<file path="src/rtl/wide_add_seq_pkg.sv">
// Shared types and constants for the sequential slice-by-slice wide adder.
// Optional subtract support is enabled by defining WIDE_ADD_SEQ_SUB_EN.
package wide_add_pkg;

    typedef enum logic [1:0] {
        IDLE = 2'd0,
        RUN  = 2'd1,
        DONE = 2'd2
    } state_e;

    localparam int DEF_N = 4;
    localparam int DEF_K = 4;

    // A single slice still needs a one-bit index register.
    function automatic int idxWidth(input int k);
        return (k > 1) ? $clog2(k) : 1;
    endfunction

endpackage

</file>
<file path="src/rtl/wide_add_seq_if.sv">
// Request/response bundle of wide_add_seq; sub_i exists only when
// WIDE_ADD_SEQ_SUB_EN is defined.
interface wide_add_seq_if
    import wide_add_pkg::*;
#(
    parameter int N = DEF_N,
    parameter int K = DEF_K
) ();

    localparam int W = N * K;

    logic         req_valid_i;
    logic         req_ready_o;
    logic [W-1:0] a_i;
    logic [W-1:0] b_i;
    logic         c_i;
`ifdef WIDE_ADD_SEQ_SUB_EN
    logic         sub_i;
`endif
    logic         rsp_valid_o;
    logic         rsp_ready_i;
    logic [W-1:0] s_o;
    logic         c_o;
    logic         busy_o;

    modport slave (
`ifdef WIDE_ADD_SEQ_SUB_EN
        input  sub_i,
`endif
        input  req_valid_i, a_i, b_i, c_i, rsp_ready_i,
        output req_ready_o, rsp_valid_o, s_o, c_o, busy_o
    );

    modport master (
`ifdef WIDE_ADD_SEQ_SUB_EN
        output sub_i,
`endif
        output req_valid_i, a_i, b_i, c_i, rsp_ready_i,
        input  req_ready_o, rsp_valid_o, s_o, c_o, busy_o
    );

endinterface

</file>
<file path="src/rtl/wide_add_seq_add_slice.sv">
// N-bit combinational adder slice, time-shared by wide_add_seq across all slices.
module add_slice #(
    parameter int N = 4
) (
    input  logic [N-1:0] i_a,
    input  logic [N-1:0] i_b,
    input  logic         i_cin,
    output logic [N-1:0] o_sum,
    output logic         o_cout
);

    assign {o_cout, o_sum} = {1'b0, i_a} + {1'b0, i_b} + {{N{1'b0}}, i_cin};

endmodule

</file>
<file path="src/rtl/wide_add_seq.sv">
// Sequential W = N*K bit adder: one N-bit slice per cycle, LSB slice first.
// Define WIDE_ADD_SEQ_SUB_EN to add A - B support through the sub_i request bit.
module wide_add_seq
    import wide_add_pkg::*;
#(
    parameter int N = DEF_N,
    parameter int K = DEF_K
) (
    input  logic           clk_i,
    input  logic           rst_ni,
    wide_add_seq_if.slave  bus
);

    localparam int                W        = N * K;
    localparam int                IDXW     = idxWidth(K);
    localparam logic [IDXW-1:0]   LAST_IDX = IDXW'(K - 1);

    state_e                r_state;
    state_e                w_nextState;
    logic [IDXW-1:0]       r_idx;
    logic [K-1:0][N-1:0]   r_a;
    logic [K-1:0][N-1:0]   r_b;
    logic [K-1:0][N-1:0]   r_sum;
    logic                  r_carry;
    logic                  r_cout;
    logic                  r_sub;

    logic                  w_accept;
    logic                  w_lastSlice;
    logic                  w_subReq;
    logic [N-1:0]          w_aSlice;
    logic [N-1:0]          w_bSlice;
    logic [N-1:0]          w_sliceSum;
    logic                  w_sliceCout;

`ifdef WIDE_ADD_SEQ_SUB_EN
    assign w_subReq = bus.sub_i;
`else
    assign w_subReq = 1'b0;
`endif

    assign w_lastSlice = (r_idx == LAST_IDX);
    assign w_aSlice    = r_a[r_idx];
    assign w_bSlice    = r_sub ? ~r_b[r_idx] : r_b[r_idx];

    add_slice #(.N(N)) u_slice (
        .i_a    (w_aSlice),
        .i_b    (w_bSlice),
        .i_cin  (r_carry),
        .o_sum  (w_sliceSum),
        .o_cout (w_sliceCout)
    );

    always_ff @(posedge clk_i or negedge rst_ni) begin
        if (!rst_ni) begin
            r_state <= IDLE;
        end else begin
            r_state <= w_nextState;
        end
    end

    always_comb begin
        w_nextState     = r_state;
        w_accept        = 1'b0;
        bus.req_ready_o = 1'b0;
        bus.rsp_valid_o = 1'b0;
        bus.busy_o      = 1'b1;
        case (r_state)
            IDLE: begin
                bus.req_ready_o = 1'b1;
                bus.busy_o      = 1'b0;
                w_accept        = bus.req_valid_i;
                if (bus.req_valid_i) begin
                    w_nextState = RUN;
                end
            end
            RUN: begin
                if (w_lastSlice) begin
                    w_nextState = DONE;
                end
            end
            DONE: begin
                bus.rsp_valid_o = 1'b1;
                if (bus.rsp_ready_i) begin
                    w_nextState = IDLE;
                end
            end
            default: begin
                w_nextState = IDLE;
            end
        endcase
    end

    // Subtraction is A + ~B + 1, so the initial carry replaces c_i.
    always_ff @(posedge clk_i or negedge rst_ni) begin
        if (!rst_ni) begin
            r_idx   <= '0;
            r_a     <= '0;
            r_b     <= '0;
            r_sum   <= '0;
            r_carry <= 1'b0;
            r_cout  <= 1'b0;
            r_sub   <= 1'b0;
        end else begin
            if (w_accept) begin
                r_a     <= bus.a_i;
                r_b     <= bus.b_i;
                r_sub   <= w_subReq;
                r_carry <= w_subReq ? 1'b1 : bus.c_i;
                r_idx   <= '0;
            end else if (r_state == RUN) begin
                r_sum[r_idx] <= w_sliceSum;
                r_carry      <= w_sliceCout;
                if (w_lastSlice) begin
                    r_cout <= w_sliceCout;
                    r_idx  <= '0;
                end else begin
                    r_idx  <= r_idx + 1'b1;
                end
            end
        end
    end

    assign bus.s_o = r_sum;
    assign bus.c_o = r_cout;

endmodule

</file>
<file path="src/flat_wrapper.sv">
// flat-port wrapper written by rule: the top's interface ports become plain ports
module wide_add_seq_flat import wide_add_pkg::*;
#(
    parameter int N = DEF_N,
    parameter int K = DEF_K
)
  (clk_i, rst_ni, bus_req_valid_i, bus_a_i, bus_b_i, bus_c_i, bus_rsp_ready_i, bus_req_ready_o, bus_rsp_valid_o, bus_s_o, bus_c_o, bus_busy_o);
  wide_add_seq_if #(.N(N), .K(K)) bus_i ();
  input  logic clk_i;
  input  logic rst_ni;
  input wire logic [$bits(bus_i.req_valid_i)-1:0] bus_req_valid_i;
  input wire logic [$bits(bus_i.a_i)-1:0] bus_a_i;
  input wire logic [$bits(bus_i.b_i)-1:0] bus_b_i;
  input wire logic [$bits(bus_i.c_i)-1:0] bus_c_i;
  input wire logic [$bits(bus_i.rsp_ready_i)-1:0] bus_rsp_ready_i;
  output wire logic [$bits(bus_i.req_ready_o)-1:0] bus_req_ready_o;
  output wire logic [$bits(bus_i.rsp_valid_o)-1:0] bus_rsp_valid_o;
  output wire logic [$bits(bus_i.s_o)-1:0] bus_s_o;
  output wire logic [$bits(bus_i.c_o)-1:0] bus_c_o;
  output wire logic [$bits(bus_i.busy_o)-1:0] bus_busy_o;
  assign bus_i.req_valid_i = bus_req_valid_i;
  assign bus_i.a_i = bus_a_i;
  assign bus_i.b_i = bus_b_i;
  assign bus_i.c_i = bus_c_i;
  assign bus_i.rsp_ready_i = bus_rsp_ready_i;
  assign bus_req_ready_o = bus_i.req_ready_o;
  assign bus_rsp_valid_o = bus_i.rsp_valid_o;
  assign bus_s_o = bus_i.s_o;
  assign bus_c_o = bus_i.c_o;
  assign bus_busy_o = bus_i.busy_o;
  wide_add_seq #(.N(N), .K(K)) u_core (.clk_i(clk_i), .rst_ni(rst_ni), .bus(bus_i));
endmodule
</file>
<file path="config.mk">
export PLATFORM = sky130hd
export DESIGN_NAME = wide_add_seq_flat
export DESIGN_NICKNAME = d
export VERILOG_FILES = /design/src/rtl/wide_add_seq_pkg.sv /design/src/rtl/wide_add_seq_if.sv /design/src/rtl/wide_add_seq_add_slice.sv /design/src/rtl/wide_add_seq.sv /design/src/flat_wrapper.sv
export SDC_FILE = /design/constraint.sdc
export NUM_CORES = 1
export LEC_CHECK = 0
export BUFFER_PORTS_ARGS = -buffer_cell sky130_fd_sc_hd__buf_2
export CORE_ASPECT_RATIO = 0.5
export CORE_MARGIN = 10
export CORE_UTILIZATION = 50
export CTS_BUF_LIST = sky130_fd_sc_hd__clkbuf_4 sky130_fd_sc_hd__clkbuf_8 sky130_fd_sc_hd__clkbuf_16
export CTS_CLUSTER_SIZE = 20
export DETAILED_ROUTE_END_ITERATION = 8
export HOLD_SLACK_MARGIN = 0.02
export PLACE_DENSITY = 0.75
export SYNTH_ARGS = -nofsm -noshare
export SYNTH_HDL_FRONTEND = slang
export SYNTH_SLANG_ARGS = --single-unit
</file>
<file path="constraint.sdc">
create_clock -name clk_i -period 4.6 [get_ports clk_i]
set_input_delay 0.46 -clock clk_i [delete_from_list [all_inputs] [get_ports clk_i]]
set_output_delay 0.46 -clock clk_i [all_outputs]
set_load 0.1 [all_outputs]
</file>
---- After elaboration in Yosys (flattened, before gate mapping) ----
Index checks and enable logic that the tools add are counted.
storage, ports and cells
  bits of input ports ..................... 37
  flip-flop bits (word level) ............. 54
  logic and storage cells ................. 54
  output and inout port bits .............. 20
cells by class
  add/sub/neg operators ................... 3
  bitwise gates (word level) .............. 1
  reduce and logical (&&, ||, !) cells .... 6
  equal/unequal tests ..................... 6
  order comparisons ....................... 2
  multiplexer cells ....................... 20
operator list
  operator             number
  $bmux 4 s2           2
  $bwmux 16            1
  $mux 2               6
  $mux 4               3
  $demux 4 s2          1
  $mux 1               6
  $pmux 2 s3           1
  $reduce_and 3->1     2
  $add 4x4->5          1
  $add 5x1->5          1
  $eq 2x2->1 const B   2
  $ne 2x2->1 const B   2
  $lt 2x3->1 const B   1
  $add 2x1->2 const B  1
  $eq 2x1->1 const B   1
  $ge 2x1->1 const B   1
  $logic_not 2->1      1
  $ne 2x1->1 const B   1
  $reduce_and 2->1     1
  $reduce_bool 2->1    1
  $logic_and 1x1->1    1
  $not 1->1            1

---- Depth between registers and ports, before layout ----
  depth after elaboration ................. 6
  gate-level depth with buffers ........... 7
  depth with buffers taken out ............ 6

---- Modules after synthesis ----
Synthesis repeated with hierarchy kept, for this count alone.
second synthesis, totals
  cells, all modules ...................... 165
  area, all modules ....................... 2587.5 um^2
modules (own cells, without submodules)
  module        times used  area an instance (um^2)  sequential area each (um^2)  cells each
  wide_add_seq  1           2443.6                   1351.3                       149
  add_slice     1           143.9                    0.0                          16

---- Least setup slack after synthesis ----
Ideal clock, no wire load.
  path kind ............................... reg-to-reg
  from .................................... register u_core.r_idx[0]
  to ...................................... register u_core.r_carry
  slack ................................... 1947 ps
  clock period less this slack ............ 2653 ps
  data required time ...................... 4463 ps
  stages on the path, launching flop included .. 8
  library setup time ...................... 137 ps
  data arrival time ....................... 2515 ps
  path buffers ............................ 1
  cells stage by stage .................... dfrtp_1 buf_2 mux4_2 fa_1 fa_1 a21o_1 a21oi_1 o221ai_1
on the way
  longest elaborated chain between the ends .. 6
  elaborated cells between the ends (all ways) .. 8
  classes of those cells .................. add/sub: 2; mux: 6
ends and longest elaborated chain
  element                               RTL line                      text
  from (decl)                           wide_add_seq.sv:20            logic [IDXW-1:0] r_idx;
  from (signal assigned)                wide_add_seq.sv:118           r_idx <= r_idx + 1'b1;
  $bmux 4 s2, on equally long branches  -
  $mux 4, on equally long branches      -
  $add 4x4->5 (*)                       wide_add_seq_add_slice.sv:12  assign {o_cout, o_sum} = {1'b0, i_a} + {1'b0, i_b} + {{N{1'b0}}, i_cin};
  $add 5x1->5 (*)                       wide_add_seq_add_slice.sv:12
  $mux 1 (*)                            wide_add_seq.sv:111           end else if (r_state == RUN) begin
  $mux 1 (*)                            wide_add_seq.sv:105           if (w_accept) begin
  to (signal assigned)                  wide_add_seq.sv:109           r_carry <= w_subReq ? 1'b1 : bus.c_i;
  to (signal assigned)                  wide_add_seq.sv:113           r_carry <= w_sliceCout;
  to (decl)                             wide_add_seq.sv:24            logic r_carry;
Every way passes the cells marked *; elsewhere a longest branch is shown, timed or not. The select of a mux whose other input is x is not followed.
A chain may end at the register's enable or synchronous reset.

---- Worst setup path after layout ----
Ends and elaborated chain as after synthesis.

==> results.cfg <==
[critical_path]
crit_fanout = 13
worstPathRequired_ns = 4.77
cp.arrival_ns = 3.06
endpoint_kind = register
cp-start-kind = register
r2r-end = u_core.r_carry$_DFFE_PN0P_
reg2reg_from = u_core.r_idx[0]$_DFFE_PN0P_
reg2reg_slack_ns = 1.71
r2r_cells = 6
crit_type = register to register

[finish]
fin_cells = 290
stdcell_area_um2 = 2860
seq_area_um2 = 1350
most-common-layout-cells = buf_2 (56), dfrtp_1 (54), mux2_2 (38), nand2_1 (12), mux4_2 (8)
multi_input_area_um2 = 1030
final_common_cell = buf_2
area_delta_synth_final_pct = 16.5
antenna_cells = 0
fill_cells = 354
nets = 270
layout-drive-gt1-share_pct = 50.4

[synthesis]
seq_area_frac_synth_pct = 55.1
synth-edff-count = 0
synth_ff_type = dfrtp_1
synth_fp_nets = 212
async_flop_share_pct = 100
postSynthAreaPerCell_um2 = 14.8
synthAdderAreaFrac_pct = 5.20
synth-seq-cells = 54
synth-simple-area-share_pct = 5.10
synth_cell_types = 29
syn_area_um2 = 2450
yosysWarnings = 0
synthCells = 166
muxShareOfSynthArea_pct = 26.1
synth_top_family_by_area = multiplexers
synth_compound_area_share_pct = 5.05
synthXorXnorAreaFrac_pct = 0.357

[place]
post-place-cells = 283
io_buffers = 56
placed_cell_area_um2 = 2770
dpl.hpwl_mm = 3.63
place_ws_ns = 1.69
place.gp.congestion = 0.791

[drt]
postRouteAntennaNets = 0
vias = 1491
drc_errors = 0
firstDrtPassIters = 4
vias_per_cell = 5.14
drt_first_iter_violations = 55
totalWireLength_mm = 4.75
routedWlPerCell_um = 16.4

[floorplan]
fp.dieW_um = 119
die_height_um = 69.5
num_io_pins = 57
fp.coreArea_um2 = 4570
die_area_um2 = 8280
start_util_pct = 53.7
num_rows = 17

[timing]
hold_viol_final = 0
slew_violations = 0
worst_slack_ns = 1.71
max_freq_mhz = 346
period_minus_slack_ns = 2.89
rsz0062_at_grt = no
relSlewSlack_pct = 55.6
fin_crit_sh_pct = 62.9
fin_tns_setup_ns = 0
clock_skew_ns = 0.00688
setup_viol = 0
worst_pin_slew_ns = 0.666

[global_routing]
grt_max_degree = 55
grt-ovfl-total = 0
antenna_found_initial = 0
grt_use_total_pct = 11.8
grt_pass1_wl_mm = 8.03
grt_pass1_vias = 1628

[clock_network]
htree_levels = 2
cts_buffers = 5
cts_tree = built
ctsHoldBuffers = 0
clock_sinks = 54
cts_root_buf = clkbuf_8
cts-resized-gates = 0
postCtsSetupBuffers = 0
clk_pin_slew_ns = 0.09
clock_latency_ns = 0.30
clk_path_buf_depth = 2

[run_status]
status = finished, final reports clean

[flow_run]
maxCapViolCount = 0

[min_path]
hp-class = input port to asynchronous set/reset pin
flip-flops by register name (all words and copies together), names as in the netlist:
register and cells:
u_core.bus.c_o 1, u_core.bus.s_o 16, u_core.r_a 16, u_core.r_b 16, u_core.r_carry 1, u_core.r_idx 2, u_core.r_state 2
Yosys cell counts, types with 3 or more instances:
cell      count  area (µm²)
dfrtp_1      54        1350
mux2_2       38         428
nand2_1      12        45.0
mux4_2        8         180
ha_1          7        87.6
o31ai_1       6        45.0
inv_1         5        18.8
o21ai_0       5        25.0
nand3b_1      4        30.0
buf_6         3        33.8
logic make-up (layout without fill, tap and decap cells):
logic type | after synthesis | count (layout)
and+or+nand+nor | 23 | 23
DFF | 54 | 54
buffers and inverters | 12 | 70
xor gates and xnor gates | 1 | 1
muxes | 49 | 49
adders and majority gates | 9 | 9
AOI/OAI and AO/OA | 18 | 18
cell type report:
type | count | share of cell area (%)
Sequential cell | 54 | 47.3
Multi-Input combinational cell | 100 | 35.9
Timing Repair Buffer | 58 | 10.3
Clock buffer | 7 | 2.93
Tap cell | 66 | 2.89
Inverter | 5 | 0.657
how the worst max path moves through the flow:
stage,startpoint,endpoint,cells past startpoint
6_report,u_core.r_idx[0]$_DFFE_PN0P_,u_core.r_carry$_DFFE_PN0P_,6
5_1_grt,u_core.r_idx[0]$_DFFE_PN0P_,u_core.r_carry$_DFFE_PN0P_,6
3_3_place_gp,u_core.r_idx[0]$_DFFE_PN0P_,u_core.r_carry$_DFFE_PN0P_,6
2_1_floorplan,u_core.r_idx[0]$_DFFE_PN0P_,u_core.r_carry$_DFFE_PN0P_,7
4_1_cts,u_core.r_idx[0]$_DFFE_PN0P_,u_core.r_carry$_DFFE_PN0P_,6
3_5_place_dp,u_core.r_idx[0]$_DFFE_PN0P_,u_core.r_carry$_DFFE_PN0P_,6
critical path, cell delays in order, from the launching register on:
cell and delay [ns]:
dfrtp_1 0.78, mux4_2 0.60, fa_1 0.47, fa_1 0.44, a21o_1 0.17, a21oi_1 0.17
o221ai_1 0.12
layer usage:
layer	GRT usage (%)	routed length, µm	vias up
met3	4.70	329	5
met1	15.5	2300	738
li1	-	-	710
met5	0	0	-
met2	17.0	2060	38
met4	3.99	57	0
metrics by stage:
step | hold slack (ns) | utilization, %
2_1_floorplan | 0.164 | -
3_3_place_gp | 0.459 | 60.7
3_5_place_dp | 0.464 | 60.7
4_1_cts | 0.287 | 62.5
5_1_grt | 0.319 | 62.5
6_report | 0.268 | 62.5
Power is not shown: default switching activity piles up to over one toggle a cycle in this logic, so the estimate is an artifact.
